[config.mk]
export PLATFORM = sky130hd
export DESIGN_NAME = vl_beat_gen
export DESIGN_NICKNAME = d
export VERILOG_FILES = /design/src/rtl/vl_pkg.sv /design/src/rtl/vl_tail_mask.sv /design/src/rtl/vl_beat_gen.sv
export SDC_FILE = /design/constraint.sdc
export NUM_CORES = 1
export LEC_CHECK = 0
export CORE_MARGIN = 4
export CORE_UTILIZATION = 40
export DETAILED_ROUTE_END_ITERATION = 16
export PLACE_DENSITY = 0.78
export SLEW_MARGIN = 20
export SYNTH_ARGS = -nofsm -noshare
export SYNTH_HDL_FRONTEND = slang
export SYNTH_SLANG_ARGS = --single-unit
[constraint.sdc]
create_clock -name clk -period 1.84 [get_ports clk]
set_clock_uncertainty 0.1 [all_clocks]
set_input_delay 0.276 -clock clk [delete_from_list [all_inputs] [get_ports clk]]
set_output_delay 0.276 -clock clk [all_outputs]
set_load 0.05 [all_outputs]
[src/rtl/vl_pkg.sv]
// Shared types and constants for the vector beat path.
package vl_pkg;

  typedef enum logic [1:0] {
    IDLE = 2'b00,
    RUN  = 2'b01,
    DONE = 2'b10
  } state_t;

  localparam logic [1:0] SEW_8  = 2'b00;
  localparam logic [1:0] SEW_16 = 2'b01;
  localparam logic [1:0] SEW_32 = 2'b10;
  localparam logic [1:0] SEW_64 = 2'b11;

  function automatic int bpb(input int data_width);
    return data_width / 8;
  endfunction

endpackage

[src/rtl/vl_tail_mask.sv]
// Byte-enable mask for a beat with i_rem bytes left; values >= BPB give all ones.
module vl_tail_mask
  import vl_pkg::*;
#(
  parameter int DATA_WIDTH = 64,
  parameter int REM_W      = 14
) (
  input  logic [REM_W-1:0]        i_rem,
  output logic [DATA_WIDTH/8-1:0] o_be
);

  localparam int BPB = bpb(DATA_WIDTH);

  always_comb begin
    o_be = '0;
    for (int i = 0; i < BPB; i++) begin
      o_be[i] = (i_rem > REM_W'(i));
    end
  end

endmodule

[src/rtl/vl_beat_gen.sv]
// Beat sequencer: splits one vector operation of avl elements into DATA_WIDTH beats.
module vl_beat_gen
  import vl_pkg::*;
#(
  parameter int XLEN          = 32,
  parameter int VLEN          = 16384,
  parameter int DATA_WIDTH    = 64,
  parameter int VLMAX         = VLEN >> 3,
  parameter int VLEN_B_BITS   = $clog2(VLMAX),
  parameter bit ENABLE_64_BIT = 1'b1
) (
  input  logic                      clk,
  input  logic                      rst,
  input  logic                      start,
  input  logic [VLEN_B_BITS-1:0]    avl,
  input  logic [1:0]                sew,
  input  logic                      vill,
  output logic                      busy,
  output logic                      beat_valid,
  input  logic                      beat_ready,
  output logic [VLEN_B_BITS-1:0]    beat_idx,
  output logic [DATA_WIDTH/8-1:0]   beat_be,
  output logic                      beat_first,
  output logic                      beat_last,
  output logic                      done,
  output logic                      err
);

  localparam int BPB   = bpb(DATA_WIDTH);
  localparam int TOT_W = VLEN_B_BITS + 3;

  state_t                 r_state, w_state_nxt;
  logic [TOT_W-1:0]       r_rem, w_rem_nxt;
  logic [VLEN_B_BITS-1:0] r_idx, w_idx_nxt;
  logic                   r_err, w_err_nxt;

  logic [TOT_W-1:0]        w_tot;
  logic                    w_legal;
  logic                    w_last;
  logic                    w_run;
  logic [DATA_WIDTH/8-1:0] w_be;

  // Widen before shifting so avl << 3 never truncates.
  assign w_tot   = TOT_W'(avl) << sew;
  assign w_legal = !vill && !((sew == SEW_64) && !ENABLE_64_BIT);
  assign w_last  = (r_rem <= TOT_W'(BPB));
  assign w_run   = (r_state == RUN);

  vl_tail_mask #(
    .DATA_WIDTH (DATA_WIDTH),
    .REM_W      (TOT_W)
  ) u_tail_mask (
    .i_rem (r_rem),
    .o_be  (w_be)
  );

  always_comb begin
    w_state_nxt = r_state;
    w_rem_nxt   = r_rem;
    w_idx_nxt   = r_idx;
    w_err_nxt   = 1'b0;
    case (r_state)
      IDLE: begin
        if (start) begin
          if (!w_legal) begin
            w_err_nxt = 1'b1;
          end else begin
            w_rem_nxt   = w_tot;
            w_idx_nxt   = '0;
            w_state_nxt = (w_tot == '0) ? DONE : RUN;
          end
        end
      end
      RUN: begin
        if (beat_ready) begin
          if (w_last) begin
            w_state_nxt = DONE;
          end else begin
            w_rem_nxt = r_rem - TOT_W'(BPB);
            w_idx_nxt = r_idx + VLEN_B_BITS'(1);
          end
        end
      end
      DONE:    w_state_nxt = IDLE;
      default: w_state_nxt = IDLE;
    endcase
  end

  always_ff @(posedge clk) begin
    if (rst) begin
      r_state <= IDLE;
      r_rem   <= '0;
      r_idx   <= '0;
      r_err   <= 1'b0;
    end else begin
      r_state <= w_state_nxt;
      r_rem   <= w_rem_nxt;
      r_idx   <= w_idx_nxt;
      r_err   <= w_err_nxt;
    end
  end

  // Beat fields are forced to zero outside RUN so idle outputs match reset values.
  assign busy       = (r_state != IDLE);
  assign beat_valid = w_run;
  assign beat_idx   = w_run ? r_idx : '0;
  assign beat_be    = w_run ? w_be : '0;
  assign beat_first = w_run && (r_idx == '0);
  assign beat_last  = w_run && w_last;
  assign done       = (r_state == DONE);
  assign err        = r_err;

endmodule

==> impl_metrics.ini, run 1 <==
[logic_synthesis]
synth_cell_types = 51
synth-edff-count = 0
syn_nets = 293
syn_avg_cell_area_um2 = 7.623
syn-cell-area_mm2 = 0.002066
synth_ff_type = dfxtp_1
synthArstFlopShare_pct = 0
synth-seq-cells = 28
netlist_instances = 271
synth_seq_area_share_pct = 27.14
yosys_warnings = 0

[worst_setup_path]
crit_required_ns = 1.46
crit_top_cell = nor3_4
slowest_stage = or3_4
arrival_ns = 1.74
path_buf_inv = 1
crit_family = simple AND/OR/NAND/NOR gates
rr_worst_depth = 8
r2r_end = r_rem[7]
cp.depth = 6
reg2reg_slack_ns = -0.06
worstSetupPathType = flip-flop to output pin
critPathMaxFanout = 3
crit_path_start_kind = flip-flop
rr_startpoint = r_rem[5]
cp-end-kind = output pin
cpPeakStageDelay_ns = 0.40
cp_cell_sequence = or3_4, nor3_4, nand2_4, nor3_4, a21oi_4, buf_6

[routing]
vias = 2560
drt_iter0_markers = 301
wl_per_cell_um = 17.17
routed_wl_um = 7331
vias_per_cell = 5.995
drt-pass1-iter-count = 5
drcViolationCount = 0
ant_nets = 0

[timing]
max_clock_freq_mhz = 471.8
finalCriticalPeriod_ns = 2.119
tightest_slew_ns = 0.4872
tns_ns = -2.366
finalMaxSlewViolations = 0
maxSlewHeadroom_pct = 67.42
finalHoldViolCount = 0
fin_ws_ns = -0.2794
setup_viol = 22
rsz0062_at_grt = true
fin_crit_sh_pct = 115.2

[cts]
cts_buffer_depth = 2
clock_sinks = 28
cts_tree = yes
clk_pin_slew_ns = 0.10
clk_latency_ns = 0.28
cts-buffers-inserted = 3
clockRootBuffer = clkbuf_8
cts_htree_levels = 1

[power]
p_leak_nw = 1.374
p_sw_w = 0.0009246
combPwrFrac_pct = 52.0
power.density_mw_per_mm2 = 696.9
p_clk_share_pct = 20.6
peakVddDrop_mv = 0.3655
p_sw_share_pct = 37.93
internal_power_w = 0.001513
p_seq_share_pct = 27.5

[floorplan]
rows = 25
die_area_mm2 = 0.006378
num_io_pins = 43
core_mm2 = 0.004848
die_h_um = 79.87
die_w_um = 79.87
initial_core_util_pct = 42.61

[global_route]
grt_pass1_vias = 2245
grt_start_max_net_pins = 43
grt_pass1_wl_um = 10510
gr-usage-all-layers_pct = 20.17
overflow = 0
antenna_found_initial = 0

[finish]
n_fill_cell = 360
drive_gt1_share_pct = 44.72
syn_to_final_growth_pct = 69.35
stdcell_count = 427
multiInputGateArea_mm2 = 0.001702
nets = 383
diodes = 0
regArea_um2 = 573.1

[placement]
portBuffers = 42
routabilityCongestion = 0.8894
dp_cells = 412
dp_hpwl_um = 4597

[min_path]
hold_path_end = err
hp-class = primary input to flip-flop
whs_path_depth = 3
min_from = vill

[job]
max-cap-violations = 0

[run_status]
violations = setup timing
status = finished, violations left
## per-layer routing
layer	up-vias	share of wire, %	GRT usage [%]
li1	1169	-	-
met1	1202	40	26.38
met2	151	49	33.97
met3	38	7.5	2.483
met4	0	3.8	7.264
met5	-	0	0
## through the flow
step | power (W) | hold WS [ns] | setup slack [ns] | utilization [%] | area, um^2
2_1_floorplan | 0.001281 | 0.2991 | -0.1271 | - | 2226
3_3_place_gp | 0.001627 | 0.3764 | -0.2977 | 63.66 | 3087
3_5_place_dp | 0.001646 | 0.3876 | -0.3778 | 63.66 | 3087
4_1_cts | 0.002267 | 0.3851 | -0.3023 | 68.34 | 3313
5_1_grt | 0.002526 | 0.3478 | -0.3185 | 72.15 | 3498
6_report | 0.002438 | 0.3189 | -0.2794 | 72.15 | 3498
## registers in the layout (all words and copies together), names as in the netlist
| name | count |
|---|---|
| err | 1 |
| r_idx | 11 |
| r_rem | 14 |
| r_state | 2 |
## timing repair
item / in CTS / in global routing
setup buffers: 8 / 2
gates cloned: 0 / 2
hold buffers: 0 / 0
pin swaps: 14 / 18
endpoints found under the setup margin: 15 / 36
resized for setup: 30 / 43
hold endpoints to repair: 0 / 0
## synth_stat cells, drive strengths merged (3+ instances only)
| library cell | number | share of area, % |
|---|---|---|
| ha | 4 | 2.4 |
| nor3 | 12 | 3.1 |
| o21ai | 18 | 4.5 |
| inv | 11 | 2.0 |
| dfxtp | 28 | 27 |
| o21a | 3 | 1.1 |
| and2 | 9 | 2.7 |
| clkbuf | 11 | 2.0 |
| nand2b | 7 | 2.1 |
| o211ai | 6 | 2.2 |
| mux4 | 6 | 6.5 |
| nor3b | 3 | 1.1 |
| nor2 | 36 | 6.5 |
| a21oi | 22 | 5.5 |
| and3 | 3 | 0.91 |
| buf | 7 | 2.0 |
| xor2 | 7 | 3.0 |
| nand4 | 4 | 1.2 |
| nor4 | 5 | 1.5 |
| nand2 | 22 | 4.0 |
| o2111ai | 6 | 2.5 |
| mux2i | 6 | 2.9 |
| nand3 | 5 | 1.2 |
## how the worst max path moves through the flow
stage / start / end / slack [ns]
finish: r_rem[3] / beat_be[0] / -0.28
global route: r_rem[3] / beat_be[1] / -0.32
CTS: r_rem[3] / beat_be[0] / -0.30
detailed placement: sew[0] / r_state[1] / -0.38
global placement: start / r_idx[3] / -0.30
floorplan: r_state[1] / beat_first / -0.13
## cells by family after synthesis
kind of cell / share of synthesized area, %
AO/OA/AOI/OAI: 21.68
XOR/XNOR: 3.392
adder cells (fa/ha/maj): 2.423
buffers and inverters: 5.996
flip-flops: 27.14
multiplexers: 10.54
AND/OR/NAND/NOR: 28.83
## area by class of cell
cell class	instances	share of cell area, %
Sequential cell	28	16.38
Inverter	11	1.252
Timing Repair Buffer	103	29.29
Multi-Input combinational cell	214	48.64
Tap cell	67	2.396
Clock inverter	1	0.8584
Clock buffer	3	1.180
## worst register-to-register path, cell delays in order (launching register included)
cell	delay, ns
dfxtp_2	0.35
buf_6	0.12
nor4_4	0.27
o2111ai_2	0.19
buf_4	0.20
o21ai_4	0.18
buf_6	0.18
o21ai_1	0.09
a21oi_1	0.17
## power groups by stage
stage          Clock, W  Combinational (W)  Sequential, W
3_5_place_dp          0           0.000975       0.000671
2_1_floorplan         0           0.000599       0.000682
4_1_cts        0.000492            0.00111       0.000664
6_report       0.000501            0.00127       0.000670
3_3_place_gp          0           0.000956       0.000670
5_1_grt        0.000521            0.00133       0.000672
## cell usage in the layout (no fill, tap or decap), drive strengths merged, types with 7 or more instances in the layout
| cell | synthesis | final |
|---|---|---|
| nor3 | 12 | 12 |
| inv | 11 | 11 |
| and2 | 9 | 9 |
| dfxtp | 28 | 28 |
| nor2 | 36 | 36 |
| buf | 7 | 84 |
| o21ai | 18 | 18 |
| xor2 | 7 | 7 |
| a21oi | 22 | 22 |
| nand2 | 22 | 22 |
| clkdlybuf4s50 | 0 | 15 |
| nand2b | 7 | 7 |
Note: power is estimated with default switching activity, not from simulation.
==> run 2: changes to the inputs <==
CORE_ASPECT_RATIO = 1.75   (was default)
==> impl_metrics.ini, run 2 (same netlist as run 1, synthesis figures left out) <==
[run_status]
status = finished, violations left
violations = setup timing

[cts]
clk_pin_slew_ns = 0.10
clockRootBuffer = clkbuf_8
cts_tree = yes
clk_latency_ns = 0.29
cts_buffer_depth = 2
clock_sinks = 28
cts-buffers-inserted = 3
cts_htree_levels = 1

[finish]
stdcell_area_mm2 = 0.003322
multiInputGateArea_mm2 = 0.001608
final_util_pct = 66.74
reg_top3 = r_rem x14, r_idx x11, r_state x2
drive_gt1_share_pct = 40.06
final_common_cell = buf_4
largest_reg_flops = 14
n_fill_cell = 416
syn_to_final_growth_pct = 60.81
diodes = 0
top_register = r_rem
layout_common_cells = 52 x buf_4, 27 x nor2_1, 21 x nand2_1, 18 x dfxtp_1, 17 x a21oi_1
nets = 375
regArea_um2 = 578.1

[placement]
dp_hpwl_um = 5005
routabilityCongestion = 0.9103
pre_cts_ws_ns = -0.3992
portBuffers = 42
place_area_mm2 = 0.003043

[worst_setup_path]
crit_path_start_kind = flip-flop
worstSetupPathType = flip-flop to output pin
critPathMaxFanout = 4
crit_required_ns = 1.46
arrival_ns = 1.77
cp-end-kind = output pin

[global_route]
antenna_found_initial = 0
overflow = 0
gr-usage-all-layers_pct = 20.55
grt_pass1_wl_um = 10740
grt_start_max_net_pins = 43
grt_pass1_vias = 2359

[routing]
vias = 2355
vias_per_cell = 5.800
ant_nets = 0
drcViolationCount = 0
drt-pass1-iter-count = 4
drt_iter0_markers = 158
routed_wl_um = 6737
wl_per_cell_um = 16.59

[floorplan]
num_io_pins = 43
die_w_um = 62.33
die_h_um = 103.1
initial_core_util_pct = 41.50
die_area_mm2 = 0.006424
core_mm2 = 0.004977
rows = 34

[timing]
fin_ws_ns = -0.3055
finalCriticalPeriod_ns = 2.146
finalHoldViolCount = 0
finalMaxSlewViolations = 0
tightest_slew_ns = 0.3802
fin_crit_sh_pct = 116.6
rsz0062_at_grt = true
setup_viol = 9
maxSlewHeadroom_pct = 74.46
max_clock_freq_mhz = 466.1

[power]
peakVddDrop_mv = 0.5553
power.density_mw_per_mm2 = 673.7
p_leak_nw = 1.323

[job]
max-cap-violations = 0

[min_path]
hp-class = primary input to flip-flop
run 2: final timing paths:
check,startpoint,end,slack [ns],cells after the start
worst max register to register,r_state[0],r_idx[3],0.05,5
worst max-delay path,r_rem[5],beat_be[1],-0.31,6
worst min-delay path,vill,err,0.19,2
worst min register to register,r_rem[5],r_rem[5],0.41,2
run 2: repair_timing:
item / 4_1_cts / 5_1_grt
cloned: 1 / 0
resized for setup: 24 / 21
setup buffers: 3 / 5
hold buffers: 0 / 0
pin swaps: 11 / 8
endpoints found under the setup margin: 36 / 44
run 2: per-stage QoR:
step / hold slack, ns / TNS (ns) / cells / power (W)
after global routing: 0.1861 / -3.603 / 406 / 0.002345
after global placement: 0.3788 / -6.387 / 394 / 0.001661
after CTS: 0.2743 / -2.417 / 401 / 0.002225
final: 0.1885 / -2.255 / 406 / 0.002238
after floorplan: 0.2991 / -1.300 / 271 / 0.001281
after detailed placement: 0.3884 / -7.573 / 394 / 0.001676
run 2: final cells by class:
| type | instances | area share [%] |
|---|---|---|
| clock buffers | 3 | 1.243 |
| multi-input cells | 214 | 48.40 |
| well taps | 54 | 2.034 |
| flip-flops and latches | 28 | 17.40 |
| repair buffers | 94 | 28.44 |
| clock inverters | 1 | 0.9040 |
| inverters | 11 | 1.356 |
| repair inverters | 1 | 0.2260 |
run 2: routing by layer:
layer | track usage, % | routed length (um)
met1 | 19.45 | 2309
met5 | 0 | 0
met2 | 39.54 | 3780
met3 | 2.290 | 267
met4 | 16.01 | 380
run 2: power breakdown:
part           leakage (nW)  switching (W)  internal [W]
Clock                0.0357       0.000208      0.000292
Combinational          1.05       0.000605      0.000477
Sequential            0.232      0.0000224      0.000634
run 2: critical path: stages, from the launching register on:
cell and delay [ns]:
dfxtp_2 0.35, or3_4 0.40, nor3_4 0.18, nand2_4 0.11
nor3_4 0.21, nor2_2 0.08, buf_6 0.16
==> run 3: changes to the inputs <==
clock period = 1.9 ns   (was 1.84 ns; I/O delays follow)
==> impl_metrics.ini, run 3 (same netlist as run 1, synthesis figures left out) <==
[run_status]
status = finished, violations left
violations = setup timing

[floorplan]
core_mm2 = 0.004977
die_w_um = 62.33
die_area_mm2 = 0.006424
die_h_um = 103.1
num_io_pins = 43
initial_core_util_pct = 41.50
rows = 34

[worst_setup_path]
crit_required_ns = 1.51
cp_cell_sequence = or3_4, nor3_4, nand2_4, nor3_4, a21oi_4, buf_6
critPathMaxFanout = 3
arrival_ns = 1.73
worstSetupPathType = flip-flop to output pin
path_buf_inv = 1
cpPeakStageDelay_ns = 0.38
cp-end-kind = output pin
crit_family = simple AND/OR/NAND/NOR gates
crit_top_cell = nor3_4
crit_path_start_kind = flip-flop
slowest_stage = or3_4

[global_route]
antenna_found_initial = 0
globalRouteMet2Util_pct = 40.81
grt_pass1_wl_um = 10210
gr-usage-all-layers_pct = 19.41
busiest_layer = met2
grt.met1_usage_pct = 18.05
grt_start_max_net_pins = 22
overflow = 0
met3_usage_pct = 2.072
grt_pass1_vias = 2299

[finish]
nets = 384
n_fill_cell = 423
reg_top3 = r_rem x14, r_idx x11, r_state x2
syn_to_final_growth_pct = 60.15
layout_common_cells = 65 x buf_4, 27 x nor2_1, 24 x dfxtp_1, 21 x nand2_1
final_util_pct = 66.47
diodes = 0
top_register = r_rem
drive_gt1_share_pct = 39.61
final_common_cell = buf_4
largest_reg_flops = 14

[power]
p_sw_w = 0.0008229
p_sw_share_pct = 36.94
p_seq_share_pct = 28.8
internal_power_w = 0.001405
combPwrFrac_pct = 49.7
p_leak_nw = 1.307
p_clk_share_pct = 21.5
power.density_mw_per_mm2 = 673.4
peakVddDrop_mv = 0.4243

[cts]
cts_buffer_depth = 2
clock_sinks = 28
clk_pin_slew_ns = 0.10
clk_latency_ns = 0.28
cts_htree_levels = 1
cts_tree = yes
hold_buffers = 0
cts-buffers-inserted = 3
clockRootBuffer = clkbuf_8

[timing]
max_clock_freq_mhz = 473.0
fin_ws_ns = -0.2143
fin_crit_sh_pct = 111.3
hold_ws_ns = 0.4100
setup_viol = 17
finalMaxSlewViolations = 0
maxSlewHeadroom_pct = 67.10
finalCriticalPeriod_ns = 2.114
finalHoldViolCount = 0
rsz0062_at_grt = true
tightest_slew_ns = 0.4920

[routing]
drt-pass1-iter-count = 6
vias = 2470
vias_per_cell = 5.952
drt_iter0_markers = 167
wl_per_cell_um = 16.05
ant_nets = 0
routed_wl_um = 6659
drcViolationCount = 0

[job]
max-cap-violations = 0

[placement]
routabilityCongestion = 0.8738
portBuffers = 42
dp_hpwl_um = 4888

[min_path]
hp-class = flip-flop to flip-flop
==> run 3: cell types whose count changed in the layout (fill, tap and decap cells not counted), moves of 2 or more <==
cell	previous run	this run
dfxtp_4	2	0
o21ai_1	2	0
dfxtp_2	8	4
dfxtp_1	18	24
buf_12	11	7
buf_4	52	65
clkdlybuf4s50_1	13	17
o21ai_0	15	17
buf_6	14	12
dlymetal6s2s_1	3	0
==> run 3: final cells by class <==
cell class | count | area [um^2] | area share, %
Clock buffer | 3 | 41.29 | 1.248
Clock inverter | 1 | 30.03 | 0.9077
Inverter | 11 | 45.04 | 1.362
Multi-Input combinational cell | 214 | 1594 | 48.18
Sequential cell | 28 | 565.5 | 17.10
Tap cell | 54 | 67.56 | 2.042
Timing Repair Buffer | 103 | 957.2 | 28.93
Timing Repair inverter | 1 | 7.507 | 0.2269
==> run 3: final timing paths <==
kind	to	cells after the start	startpoint	slack, ns
worst max-delay path	beat_be[0]	6	r_rem[5]	-0.21
worst min register to register	r_rem[3]	2	r_rem[3]	0.41
worst min-delay path	r_rem[3]	2	r_rem[3]	0.41
worst max register to register	r_rem[7]	9	r_rem[4]	-0.05
==> run 3: what timing repair did <==
item | CTS | global route
buffers inserted | 4 | 3
hold endpoints to repair | 0 | 0
pin swaps | 6 | 12
gates resized for setup | 22 | 14
setup endpoints to repair | 16 | 44
gates cloned | 0 | 2
==> run 3: power by group through the flow <==
stage	Clock, W	Sequential, W	Combinational [W]
6_report	0.000478	0.000643	0.00111
3_5_place_dp	0	0.000651	0.000965
3_3_place_gp	0	0.000650	0.000950
2_1_floorplan	0	0.000660	0.000578
4_1_cts	0.000481	0.000639	0.00102
5_1_grt	0.000510	0.000645	0.00117
==> run 3: routing by layer <==
| metal | part of all wire (%) | routed length (um) |
|---|---|---|
| met2 | 58 | 3868 |
| met4 | 3.0 | 198 |
| met3 | 4.7 | 311 |
| met1 | 34 | 2280 |
| met5 | 0 | 0 |
==> run 3: through the flow <==
| step | power [W] | TNS (ns) | instances | area, um^2 | setup WS, ns |
|---|---|---|---|---|---|
| after floorplan | 0.001239 | -0.6021 | 271 | 2223 | -0.07608 |
| after CTS | 0.002143 | -1.652 | 410 | 3223 | -0.2596 |
| after global routing | 0.002327 | -4.451 | 415 | 3308 | -0.2797 |
| after detailed placement | 0.001615 | -6.103 | 402 | 3053 | -0.4298 |
| final | 0.002228 | -1.760 | 415 | 3308 | -0.2143 |
| after global placement | 0.001600 | -5.258 | 402 | 3053 | -0.3853 |
==> run 3: worst min-delay path, cell delays in order, from the launching register on <==
cell and delay, ns:
dfxtp_1 0.34, nand2_1 0.06, a31oi_1 0.06
